[src/rtl/clock_sync_multi_if.sv]
// Pin-side and consumer-side signals of the bus clock / bus-response synchroniser.
// master = pins plus bus-cycle state machine, slave = the synchroniser itself.
interface clock_sync_multi_if #(
    parameter int NCH      = 4,
    parameter int DELAY_W  = 5,
    parameter int PERIOD_W = 8
);
    logic                MCCLK;
    logic [NCH-1:0]      BUS_IN;
    logic [DELAY_W-1:0]  DELAY;
    logic                MCCLK_RISING;
    logic                MCCLK_FALLING;
    logic [PERIOD_W-1:0] PERIOD;
    logic                CLK_LOST;
    logic [NCH-1:0]      BUS_LEVEL;
    logic [NCH-1:0]      BUS_ASSERT;
    logic [NCH-1:0]      BUS_DEASSERT;

    modport master (
        output MCCLK, BUS_IN, DELAY,
        input  MCCLK_RISING, MCCLK_FALLING, PERIOD, CLK_LOST,
               BUS_LEVEL, BUS_ASSERT, BUS_DEASSERT
    );

    modport slave (
        input  MCCLK, BUS_IN, DELAY,
        output MCCLK_RISING, MCCLK_FALLING, PERIOD, CLK_LOST,
               BUS_LEVEL, BUS_ASSERT, BUS_DEASSERT
    );
endinterface

[src/rtl/clock_sync_multi.sv]
// Synchronises the 68000 bus clock and NCH active-low bus-response inputs into SYSCLK,
// with edge strobes, MCCLK period measurement, lost-clock watchdog and a tapped delay line.
module clock_sync_multi #(
    parameter int SYNC_STAGES = 3,
    parameter int NCH         = 4,
    parameter int DELAY_W     = 5,
    parameter int PERIOD_W    = 8,
    parameter int TIMEOUT     = 200
) (
    input  logic SYSCLK,
    input  logic nRESET,
    clock_sync_multi_if.slave sif
);
    localparam int DEPTH = 2**DELAY_W;
    localparam logic [PERIOD_W-1:0] CNT_MAX = '1;
    localparam logic [PERIOD_W-1:0] CNT_THR = PERIOD_W'(TIMEOUT - 1);

    logic [SYNC_STAGES-1:0] mc_sync_q, mc_sync_d;
    logic                   mc_hist_q;
    logic                   rise_q, rise_d;
    logic                   fall_q, fall_d;
    logic [PERIOD_W-1:0]    cnt_q, cnt_d, cnt_inc;
    logic [PERIOD_W-1:0]    period_q, period_d;
    logic                   lost_q, lost_d;
    logic                   mc_last;

    logic [NCH-1:0] bus_sync_q [SYNC_STAGES];
    logic [NCH-1:0] dline_q    [DEPTH];
    logic [NCH-1:0] bus_hist_q;
    logic [NCH-1:0] tap;

    always_comb begin
        mc_sync_d = {mc_sync_q[SYNC_STAGES-2:0], sif.MCCLK};
        mc_last   = mc_sync_q[SYNC_STAGES-1];
        rise_d    = mc_last & ~mc_hist_q;
        fall_d    = ~mc_last & mc_hist_q;
        cnt_inc   = (cnt_q == CNT_MAX) ? CNT_MAX : cnt_q + 1'b1;
        cnt_d     = rise_d ? '0 : cnt_inc;
        period_d  = rise_d ? cnt_inc : period_q;
        // The registered strobe clears the flag, so it stays visible through the strobe cycle.
        lost_d    = lost_q;
        if (rise_q) begin
            lost_d = 1'b0;
        end else if (cnt_q == CNT_THR && !rise_d) begin
            lost_d = 1'b1;
        end
    end

    always_ff @(negedge SYSCLK) begin
        if (!nRESET) begin
            mc_sync_q <= '0;
            mc_hist_q <= 1'b0;
            rise_q    <= 1'b0;
            fall_q    <= 1'b0;
            cnt_q     <= '0;
            period_q  <= '0;
            lost_q    <= 1'b0;
        end else begin
            mc_sync_q <= mc_sync_d;
            mc_hist_q <= mc_last;
            rise_q    <= rise_d;
            fall_q    <= fall_d;
            cnt_q     <= cnt_d;
            period_q  <= period_d;
            lost_q    <= lost_d;
        end
    end

    assign tap = dline_q[sif.DELAY];

    always_ff @(negedge SYSCLK) begin
        if (!nRESET) begin
            for (int i = 0; i < SYNC_STAGES; i++) bus_sync_q[i] <= '1;
            for (int i = 0; i < DEPTH; i++)       dline_q[i]    <= '1;
            bus_hist_q <= '1;
        end else begin
            bus_sync_q[0] <= sif.BUS_IN;
            for (int i = 1; i < SYNC_STAGES; i++) bus_sync_q[i] <= bus_sync_q[i-1];
            dline_q[0] <= bus_sync_q[SYNC_STAGES-1];
            for (int i = 1; i < DEPTH; i++)       dline_q[i]    <= dline_q[i-1];
            bus_hist_q <= tap;
        end
    end

    // Bus strobes are decoded from the live tap so they line up with the BUS_LEVEL change.
    assign sif.BUS_LEVEL     = tap;
    assign sif.BUS_ASSERT    = bus_hist_q & ~tap;
    assign sif.BUS_DEASSERT  = ~bus_hist_q & tap;
    assign sif.MCCLK_RISING  = rise_q;
    assign sif.MCCLK_FALLING = fall_q;
    assign sif.PERIOD        = period_q;
    assign sif.CLK_LOST      = lost_q;
endmodule

[src/flat_wrapper.sv]
// flat-port wrapper written by rule: the top's interface ports become plain ports
module clock_sync_multi_flat 
#(
    parameter int SYNC_STAGES = 3,
    parameter int NCH         = 4,
    parameter int DELAY_W     = 5,
    parameter int PERIOD_W    = 8,
    parameter int TIMEOUT     = 200
)
  (SYSCLK, nRESET, sif_MCCLK, sif_BUS_IN, sif_DELAY, sif_MCCLK_RISING, sif_MCCLK_FALLING, sif_PERIOD, sif_CLK_LOST, sif_BUS_LEVEL, sif_BUS_ASSERT, sif_BUS_DEASSERT);
  clock_sync_multi_if #(.NCH(NCH), .DELAY_W(DELAY_W), .PERIOD_W(PERIOD_W)) sif_i ();
  input  logic SYSCLK;
  input  logic nRESET;
  input wire logic [$bits(sif_i.MCCLK)-1:0] sif_MCCLK;
  input wire logic [$bits(sif_i.BUS_IN)-1:0] sif_BUS_IN;
  input wire logic [$bits(sif_i.DELAY)-1:0] sif_DELAY;
  output wire logic [$bits(sif_i.MCCLK_RISING)-1:0] sif_MCCLK_RISING;
  output wire logic [$bits(sif_i.MCCLK_FALLING)-1:0] sif_MCCLK_FALLING;
  output wire logic [$bits(sif_i.PERIOD)-1:0] sif_PERIOD;
  output wire logic [$bits(sif_i.CLK_LOST)-1:0] sif_CLK_LOST;
  output wire logic [$bits(sif_i.BUS_LEVEL)-1:0] sif_BUS_LEVEL;
  output wire logic [$bits(sif_i.BUS_ASSERT)-1:0] sif_BUS_ASSERT;
  output wire logic [$bits(sif_i.BUS_DEASSERT)-1:0] sif_BUS_DEASSERT;
  assign sif_i.MCCLK = sif_MCCLK;
  assign sif_i.BUS_IN = sif_BUS_IN;
  assign sif_i.DELAY = sif_DELAY;
  assign sif_MCCLK_RISING = sif_i.MCCLK_RISING;
  assign sif_MCCLK_FALLING = sif_i.MCCLK_FALLING;
  assign sif_PERIOD = sif_i.PERIOD;
  assign sif_CLK_LOST = sif_i.CLK_LOST;
  assign sif_BUS_LEVEL = sif_i.BUS_LEVEL;
  assign sif_BUS_ASSERT = sif_i.BUS_ASSERT;
  assign sif_BUS_DEASSERT = sif_i.BUS_DEASSERT;
  clock_sync_multi #(.SYNC_STAGES(SYNC_STAGES), .NCH(NCH), .DELAY_W(DELAY_W), .PERIOD_W(PERIOD_W), .TIMEOUT(TIMEOUT)) u_core (.SYSCLK(SYSCLK), .nRESET(nRESET), .sif(sif_i));
endmodule
[config.mk]
export PLATFORM = sky130hd
export DESIGN_NAME = clock_sync_multi_flat
export DESIGN_NICKNAME = d
export VERILOG_FILES = /design/src/rtl/clock_sync_multi_if.sv /design/src/rtl/clock_sync_multi.sv /design/src/flat_wrapper.sv
export SDC_FILE = /design/constraint.sdc
export NUM_CORES = 1
export LEC_CHECK = 0
export CORE_MARGIN = 5
export CORE_UTILIZATION = 35
export CTS_CLUSTER_SIZE = 8
export DETAILED_ROUTE_END_ITERATION = 7
export PLACE_DENSITY = 0.6
export SLEW_MARGIN = 15
export SYNTH_ARGS = -nofsm -noshare
export SYNTH_HDL_FRONTEND = slang
export SYNTH_SLANG_ARGS = --single-unit
[constraint.sdc]
create_clock -name SYSCLK -period 10.4 [get_ports SYSCLK]
set_input_delay 3.12 -clock SYSCLK [delete_from_list [all_inputs] [get_ports SYSCLK]]
set_output_delay 3.12 -clock SYSCLK [all_outputs]
set_load 0.02 [all_outputs]
# Yosys cells after proc, flatten, opt, wreduce, memory -nomap -nowiden
# Memories as Yosys holds them, arrays and structs flattened.
# Cells that the tools add are included.
# totals
in_bits	12
out_inout_bits	23
regBits	27
word_cells	99
mem_count	2
ramBits	140
# mem_list
memory	words	width	read_ports	rd_ports_with_merged_regs	wr	line	rtl
u_core.dline_q	32	4	32	0	32	clock_sync_multi.sv:28	logic [NCH-1:0] dline_q [DEPTH];
u_core.bus_sync_q	3	4	3	0	3	clock_sync_multi.sv:27	logic [NCH-1:0] bus_sync_q [SYNC_STAGES];
# classes
n_mux	38
addsub	1
eq_ne	2
n_reduce_logical	4
bitwise	44
# ops
op	count
$mux 4	35
$or 1x1->1	35
$eq 8x8->1 const B	2
$add 8x1->8 const B	1
$and 4x4->4	2
$mux 8	1
$not 4->4	2
$reduce_or 2->1	2
$not 1->1	3
$and 1x1->1	2
$mux 1	2
$logic_and 1x1->1	1
$logic_not 1->1	1

# Longest topological paths before layout
# depth
ltp_word	4
ltp_mapped	7
depth_no_buf	6

==> impl_results.md <==
* CTS tree: built
* Post-route setup TNS at 0 ns
* Clock Tree Root: clkbuf_16
* Syn Nets at 553
* Sequential area share after synthesis at between 50% and 60%
* Mapped cell area at 0.00589 mm²
* Slowest library cell on the worst path: or4_4
* Layout cells sized above 1 at approximately a tenth
* Synthesized flop and latch total at 167
* Peak supply drop at between 0.0001 and 0.00015 V
* Syn-to-layout area delta at 29.0%
* Worst setup path category: flop to output port
* CP arrival at 7.21 ns
* Initial antenna violation count at 0
* Drt initial violations at 227
* Number of I/O pins at 35
* Library cells used by synthesis at 33
* YS warnings at 0
* Placeable core region at 0.0165 mm²
* Number of remaining DRC errors at 0
* Ant. Diodes at 0
* PwrDens at 205 mW/mm²
* Crit path launch type: flop
* Initial Util at 35.6%
* Post-Syn Area per Cell at ~11 µm²
* P_leak at 3.51 nW
* Die ar. at roughly 0.020 mm²
* EDFF count, synth at 0
* Final Slew Violations at 0
* Mapped Cells at 540
* Via count at between 4000 and 5000
* Cell chain of the critical path: mux2i_1 > a22oi_1 > a21oi_1 > or4_4 > and2_4 > buf_6
* Deepest clock path buffer count at 2
* Hold-fix buffers at CTS at 0
* Die H at roughly 140 µm
* Met1 Wirelength at 5440 µm
* Slew margin rel. at 61.0%
* Main flop type after synthesis: dfxtp_1
* Clock skew at 0.0257 ns
* Clk_lat worst skew at 0.47 ns
* Max Cap Viol at 0
* Final ANT Viol Nets at 0
* Outcome: completed
* Worst-Margin Slew at 0.585 ns
* Vias per cell at 4.47
* First-pass GRT wire length at around 20000 µm
* Num CTS Buffers at 17
* Clock Pin Slew Worst Setup and Hold Paths at 0.03 ns
* GR Util All Layers at 12.5%
* Nets at 747
* Row count at 47
* CTS H-tree lvls at 4
* Top Layer Used: met4
* Gpl congestion at 0.703
* Final HPWL DP at 6400 µm
* I/O Buffers at 34
* Clock Sinks at between 150 and 200
* DRT Pass-1 Iters at 5
* Metal3 WL at around 540 µm
* # Post-CTS Setup Buffers at 0
* Crit end category: output port
* Largest net degree at the start of global routing at 140
* FILL cells at 1600
* Min-Delay Path Class: flop to flop
* Post-route setup slack at about 0.066 ns
* Largest fanout on the critical path at 4
* Drt wl/cell at 11.9 µm
* Die Wd at around 140 µm
* Metal2 WL at 5420 µm
* Final setup viols at 0
* Critical Path Max Stage Delay at 0.57 ns
* Detailed Route WL at 11500 µm
* Vias in the first global route at 4854
* Final Hold Viols at 0
* Grt total ovfl at 0
* Post-synth ARST share at 0%
* Pre-CTS worst setup slack at -0.0153 ns
* Critical path required time at 7.28 ns
* RSZ-0062 raised after global routing: true
## logic make-up (layout without fill, tap and decap cells)
logic type                 after synthesis  in the layout  share of synthesized area [%]
and+or+nand+nor                        201            201                           20.6
DFF                                    167            167                           56.8
muxes                                   66             66                           11.2
AOI/OAI and AO/OA                       65             65                           7.10
buffers and inverters                   38            245                           3.80
xor gates and xnor gates                 2              2                          0.298
adders and majority gates                1              1                          0.212
## repair_timing
item                                    4_1_cts  5_1_grt
pin swaps                                    12       20
resized for setup                            49       24
endpoints found under the setup margin       12       12
## cells in the final DEF, fill, tap and decap left out, types with 5 or more instances in the layout
| master | netlist | routed |
|---|---|---|
| inv_1 | 6 | 174 |
| and2_1 | 8 | 7 |
| a21oi_1 | 23 | 23 |
| clkbuf_16 | 0 | 17 |
| nand2_1 | 15 | 15 |
| a22oi_1 | 32 | 32 |
| o21ai_0 | 5 | 5 |
| nor2_1 | 13 | 12 |
| nand2b_1 | 145 | 145 |
| dfxtp_1 | 167 | 155 |
| dfxtp_2 | 0 | 12 |
| mux2i_1 | 66 | 66 |
| buf_4 | 1 | 8 |
| clkinvlp_2 | 0 | 6 |
| clkdlybuf4s50_1 | 0 | 20 |
| buf_2 | 2 | 5 |
## cell usage after synthesis (5+ instances only)
cell | instances | area (µm²)
a22oi_1 | 32 | 240
nand2_1 | 15 | 56.3
dfxtp_1 | 167 | 3340
clkbuf_1 | 21 | 78.8
o21ai_0 | 5 | 25.0
and2_1 | 8 | 50.1
nand2b_1 | 145 | 907
nor2_1 | 13 | 48.8
a21oi_1 | 23 | 115
mux2i_1 | 66 | 661
inv_1 | 6 | 22.5
## routing by layer
| metal | global-route usage [%] | vias up |
|---|---|---|
| met3 | 7.79 | 17 |
| li1 | - | 2192 |
| met5 | 0 | - |
| met1 | 13.2 | 2045 |
| met2 | 18.7 | 72 |
| met4 | 8.26 | 0 |
## cell type report
type	count	area (µm²)	area share, %
inverter	5	18.8	0.247
multi-input combinational	335	2330	30.6
tap	220	275	3.62
clock inverter	182	785	10.3
timing repair buffer	41	410	5.40
sequential	167	3360	44.2
clock buffer	17	425	5.60
## per-stage QoR
step / power, mW / area (µm²) / instances / util, % / hold slack (ns)
2_1_floorplan: 0.789 / 5890 / 540 / - / 0.386
3_3_place_gp: 0.802 / 6410 / 771 / 38.8 / 0.388
3_5_place_dp: 0.803 / 6410 / 771 / 38.8 / 0.392
4_1_cts: 1.61 / 7580 / 967 / 45.9 / 0.400
5_1_grt: 1.70 / 7600 / 967 / 46.0 / 0.409
6_report: 1.56 / 7600 / 967 / 46.0 / 0.399
## power by group
part | internal [mW] | switching, mW | leakage (nW) | total (mW)
Combinational | 0.0167 | 0.0282 | 0.993 | 0.0448
Sequential | 0.650 | 0.00186 | 1.35 | 0.652
Clock | 0.458 | 0.406 | 1.17 | 0.864
## worst paths after layout
kind,startpoint,end,slack (ns),cells after the start
worst max-delay path,u_core.dline_q[3][1],sif_BUS_ASSERT[1],0.07,6
worst max register to register,u_core.cnt_q[0],u_core.sif.PERIOD[1],8.73,5
worst min register to register,u_core.bus_sync_q[0][8],u_core.dline_q[0][0],0.40,1
worst min-delay path,u_core.bus_sync_q[0][8],u_core.dline_q[0][0],0.40,1
## worst max-delay path, delay by kind of cell, from the launching register on
family | cells | cell delay (ns)
AO/OA/AOI/OAI | 2 | 0.35
buffers and inverters | 1 | 0.12
flip-flops | 1 | 0.31
multiplexers | 1 | 0.06
AND/OR/NAND/NOR | 2 | 0.73
## registers in the layout, summed over array words and instances, names as in the netlist, 3 cells and up
name and flops:
u_core.cnt_q 8, u_core.mc_sync_q 3, u_core.bus_sync_q 12, u_core.bus_hist_q 4, u_core.sif.PERIOD 8, u_core.dline_q 128
(Power assumes the default switching activity.)
